**config.mk**
```make
export PLATFORM = sky130hd
export DESIGN_NAME = regfile
export DESIGN_NICKNAME = d
export VERILOG_FILES = /design/src/rtl/regfile.sv
export SDC_FILE = /design/constraint.sdc
export NUM_CORES = 2
export LEC_CHECK = 0
export CAP_MARGIN = 20
export CORE_MARGIN = 2
export CORE_UTILIZATION = 38
export DETAILED_ROUTE_END_ITERATION = 6
export PLACE_DENSITY = 0.57
export SLEW_MARGIN = 20
export SYNTH_ARGS = -nofsm -noshare
export SYNTH_HDL_FRONTEND = slang
export SYNTH_SLANG_ARGS = --single-unit
```
**constraint.sdc**
```tcl
create_clock -name clk -period 7.43 [get_ports clk]
set_input_delay 1.8575 -clock clk [delete_from_list [all_inputs] [get_ports clk]]
set_output_delay 1.8575 -clock clk [all_outputs]
set_load 0.01 [all_outputs]
```
**src/rtl/regfile.sv**
```systemverilog
// Integer register file for the 5-stage RISC-V core.
// 32 x DATA_WIDTH architectural registers, x0 hardwired to zero.
// Two combinational read ports for ID and one write-back port from MEM/WB.
// A same-cycle bypass makes the value being written back visible to ID at once.
module regfile #(
    parameter int DATA_WIDTH = 32,
    parameter int ADDR_WIDTH = 5,
    parameter int NUM_REGS   = 32
) (
    input  logic                  clk,
    input  logic                  rst,
    input  logic                  we,
    input  logic [ADDR_WIDTH-1:0] waddr,
    input  logic [DATA_WIDTH-1:0] wdata,
    input  logic                  re1,
    input  logic [ADDR_WIDTH-1:0] raddr1,
    output logic [DATA_WIDTH-1:0] rdata1,
    input  logic                  re2,
    input  logic [ADDR_WIDTH-1:0] raddr2,
    output logic [DATA_WIDTH-1:0] rdata2
);

    // Entry 0 is cleared by reset and never written, so it always holds zero.
    logic [DATA_WIDTH-1:0] r_regs [0:NUM_REGS-1];

    // A write to x0 is dropped here. Every read path also returns zero for x0
    // before it looks at the bypass, so a write to x0 cannot leak wdata.
    logic w_wr_valid;
    assign w_wr_valid = we && (waddr != '0);

    // Commit write-back at the clock edge. Reset clears every register.
    always_ff @(posedge clk) begin
        // NOTE: this storage has a reset on purpose. After a reset every
        // register must read 0 until it is written, so the contents are
        // cleared here instead of being left in the state they held.
        if (rst) begin
            for (int i = 0; i < NUM_REGS; i++) begin
                // NOTE: use non-blocking (<=) for state in always_ff. Then every
                // register updates together at the edge, whatever the order of
                // the statements.
                r_regs[i] <= '0;
            end
        end else if (w_wr_valid) begin
            r_regs[waddr] <= wdata;
        end
    end

    // Read port 1: reset, enable, x0, bypass, stored value (highest priority first).
    always_comb begin
        // NOTE: assign a default first so every path drives rdata1. A path
        // that left it unassigned would infer a latch.
        rdata1 = '0;
        if (rst || !re1 || (raddr1 == '0)) begin
            rdata1 = '0;
        end else if (we && (waddr == raddr1)) begin
            rdata1 = wdata;
        end else begin
            rdata1 = r_regs[raddr1];
        end
    end

    // Read port 2: same priority as port 1, fully independent of it.
    always_comb begin
        rdata2 = '0;
        if (rst || !re2 || (raddr2 == '0)) begin
            rdata2 = '0;
        end else if (we && (waddr == raddr2)) begin
            rdata2 = wdata;
        end else begin
            rdata2 = r_regs[raddr2];
        end
    end

endmodule
```
==> results.sh <==
export IMPL_outcome="complete, no violations"
export IMPL_boundaryPins=116
export IMPL_flow_area_growth_from_synthesis_pct=13.49
export IMPL_antenna_violations_before_repair=25
export IMPL_final_layout_size_suffix_gt1_frac=0.2094
export IMPL_cts_buffers_inserted=114
export IMPL_fmax_mhz=138.3
export IMPL_number_of_remaining_drc_errors=0
export IMPL_stdcell_area_um2=62320
export IMPL_finalHoldViolCount=0
export IMPL_grt_overflow_total=0
export IMPL_cts_max_path_buffers=3
export IMPL_routed_wl_um=201900
export IMPL_critical_path_slowest_cell="sky130_fd_sc_hd__clkdlybuf4s50_1"
export IMPL_netlist_instances=3798
export IMPL_cts_resized_gates=0
export IMPL_maximum_number_of_pins_on_one_net_before_global_route_repair=65
export IMPL_yosys_cell_types_count=49
export IMPL_synth_async_sr_flop_share=0
export IMPL_timing_final_crit_share=0.9729
export IMPL_cts_root_buf="sky130_fd_sc_hd__clkbuf_16"
export IMPL_drt_iter0_markers=5108
export IMPL_gp_congestion=0.8492
export IMPL_final_fill_count=12694
export IMPL_hold_class="primary input to register"
export IMPL_stdcell_count=5817
export IMPL_critical_path_n_buffers_inverters=3
export IMPL_firstDrtPassIters=6
export IMPL_post_drt_via_cell_ratio=6.182
export IMPL_power_leakage_nw=21.47
export IMPL_die_width_um=384.2
export IMPL_dpl_cell_area_um2=58730
export IMPL_power_ir_vdd_worst_mv=0.1786
export IMPL_tns_ns=0
export IMPL_avgRoutedWirePerCell_um=34.70
export IMPL_maxCapViolations=0
export IMPL_fp_coreArea_um2=143500
export IMPL_ant_nets=0
export IMPL_initial_util=0.3827
export IMPL_synth_seq_area_share=0.5599
export IMPL_post_route_min_period_ns=7.228
export IMPL_cts_htree_levels=3
export IMPL_synth_register_bits=1024
export IMPL_cp_required_ns=5.57
export IMPL_synth_ff_type="sky130_fd_sc_hd__edfxtp_1"
export IMPL_multi_input_area_um2=22780
export IMPL_critical_path_endpoint_type="output port"
export IMPL_ys_warnings_count=0
export IMPL_synth_enable_flop_cells=1024
export IMPL_num_vias=35961
export IMPL_cts_repair_timing_setup_buffer_count=0
export IMPL_first_global_vias=35946
export IMPL_sequential_cell_area_um2=30750
export IMPL_largest_register_ffs=1024
export IMPL_largest_registers="r_regs: 1024 flops"
export IMPL_wire_length_of_the_first_global_routing_pass_um=281200
export IMPL_floorplan_die_area_um2=147600
export IMPL_crit_type="primary input to output port"
export IMPL_critPathLaunchType="primary input"
export IMPL_slew_headroom=0.2397
export IMPL_num_rows=139
export IMPL_power_density_cell_area_nw_per_um2=226.9
export IMPL_grt_usage=0.2713
export IMPL_tritoncts="done"
export IMPL_cts_hold_buffers_added=0
export IMPL_netlist_area_um2=54920
export IMPL_die_height_um=384.2
export IMPL_tritoncts_num_sinks=1024
export IMPL_final_max_slew_viol_count=0
export IMPL_highest_fanout_seen_on_the_critical_path=33
export IMPL_worst_hold_path_num_cells=2
export IMPL_cts_reportedPaths_clkPinSlew_ns=0.06
export IMPL_synth_avg_cell_area_um2=14.46
export IMPL_critPathMostFrequentCell="sky130_fd_sc_hd__clkdlybuf4s50_1"
export IMPL_max_slew_worst_pin_slew_ns=1.137
export IMPL_hold_end="r_regs[17][23]$_SDFFCE_PN0P_"
export IMPL_worst_path_dominant_cell_family="buffers and inverters"
export IMPL_worst_hold_startpoint="wdata[23]"
export IMPL_buffer_ports_inserted=115
export IMPL_crit_chain="clkdlybuf4s50_1 -> or3b_4 -> buf_12 -> o22ai_1 -> a2111oi_0 -> a21oi_1 -> a22o_1 -> clkdlybuf4s50_1"
export IMPL_cp_arrival_ns=5.37
export IMPL_max_flop_register="r_regs"
export IMPL_rsz0062_at_grt="false"
export IMPL_num_nets_final=3867
export IMPL_final_setup_viol_count=0
export IMPL_cpPeakStageDelay_ns=0.72
export IMPL_dp_final_hpwl_um=116100
export IMPL_place_detailed_instances=5601
-- cells in the mapped netlist, drive strengths merged (5+ instances only) --
cell / n / area (µm²)
a31oi: 31 / 193.9
mux2i: 252 / 2522
a22o: 62 / 543.0
o21ai: 33 / 165.2
xnor2: 6 / 52.55
clkbuf: 317 / 1190
a21oi: 94 / 470.5
or2: 33 / 206.5
nand3: 5 / 25.02
nor2: 38 / 145.1
a2111oi: 31 / 347.8
nor2b: 36 / 225.2
buf: 101 / 606.8
o221ai: 32 / 280.3
a211oi: 30 / 225.2
o22ai: 31 / 193.9
mux4: 387 / 8716
a221oi: 63 / 551.8
nand2: 74 / 277.8
edfxtp: 1024 / 30750
a22oi: 62 / 465.5
nand3b: 7 / 52.55
a221o: 31 / 310.3
and2: 993 / 6212
-- logic make-up after synthesis --
family,after synthesis,share of synthesized area
AOI/OAI and AO/OA,505,0.06906
buffers and inverters,420,0.03285
other,1,0.00006829
and+or+nand+nor,1198,0.1316
muxes,640,0.2048
xor gates and xnor gates,10,0.001595
DFF,1024,0.5599
-- where the power goes --
group / switching, mW / total, mW / internal, mW / leakage, nW
Combinational: 0.997 / 1.69 / 0.691 / 9.95
Sequential: 0.163 / 6.84 / 6.68 / 9.75
Clock: 2.41 / 5.61 / 3.20 / 1.77
Total: 3.57 / 14.1 / 10.6 / 21.5
-- metrics by stage --
step,hold slack (ns),util,worst slack (ns),power [mW]
detailed placement,2.550,0.4093,0.3244,8.619
global placement,2.536,0.4093,0.2472,8.607
CTS,1.772,0.4343,0.3084,14.17
floorplan,2.056,-,1.843,7.914
finish,1.803,0.4344,0.2017,14.14
global route,1.809,0.4342,0.1115,14.50
-- routing by layer --
metal  vias to the layer above  wire [µm]  global-route usage
li1                      14684          -                   -
met1                     18654      80890              0.3732
met2                      2205      92670              0.4221
met3                       410      20320             0.05632
met4                         8       7920              0.1048
met5                         -         47                   0
-- worst max-delay path by stage --
stage | start | to | depth (start not counted)
2_1_floorplan | raddr2[1] | rdata2[10] | 6
3_3_place_gp | raddr1[3] | rdata1[11] | 8
3_5_place_dp | raddr1[3] | rdata1[11] | 8
4_1_cts | raddr1[3] | rdata1[11] | 8
5_1_grt | raddr1[3] | rdata1[11] | 8
6_report | raddr1[3] | rdata1[11] | 8
-- final cells by class --
| type | count | area share |
|---|---|---|
| clock inverters | 66 | 0.009074 |
| diodes | 8 | 0.0003212 |
| multi-input cells | 2385 | 0.3655 |
| clock buffers | 141 | 0.04842 |
| repair buffers | 288 | 0.04499 |
| well taps | 1903 | 0.03820 |
| flip-flops and latches | 1024 | 0.4934 |
| inverters | 2 | 0.0001405 |
-- cell usage in the layout, fill, tap and decap left out, types with 33 or more instances in the layout --
master	count
sky130_fd_sc_hd__a21oi_1	94
sky130_fd_sc_hd__a221oi_1	63
sky130_fd_sc_hd__edfxtp_1	1024
sky130_fd_sc_hd__nor2b_1	33
sky130_fd_sc_hd__nand2_1	74
sky130_fd_sc_hd__clkdlybuf4s50_1	102
sky130_fd_sc_hd__a22oi_1	62
sky130_fd_sc_hd__mux2i_1	252
sky130_fd_sc_hd__nor2_4	36
sky130_fd_sc_hd__buf_4	148
sky130_fd_sc_hd__and2_1	992
sky130_fd_sc_hd__o21ai_0	33
sky130_fd_sc_hd__mux4_2	387
sky130_fd_sc_hd__a22o_1	62
sky130_fd_sc_hd__clkbuf_16	117
Power figures use the tool's default switching activity.
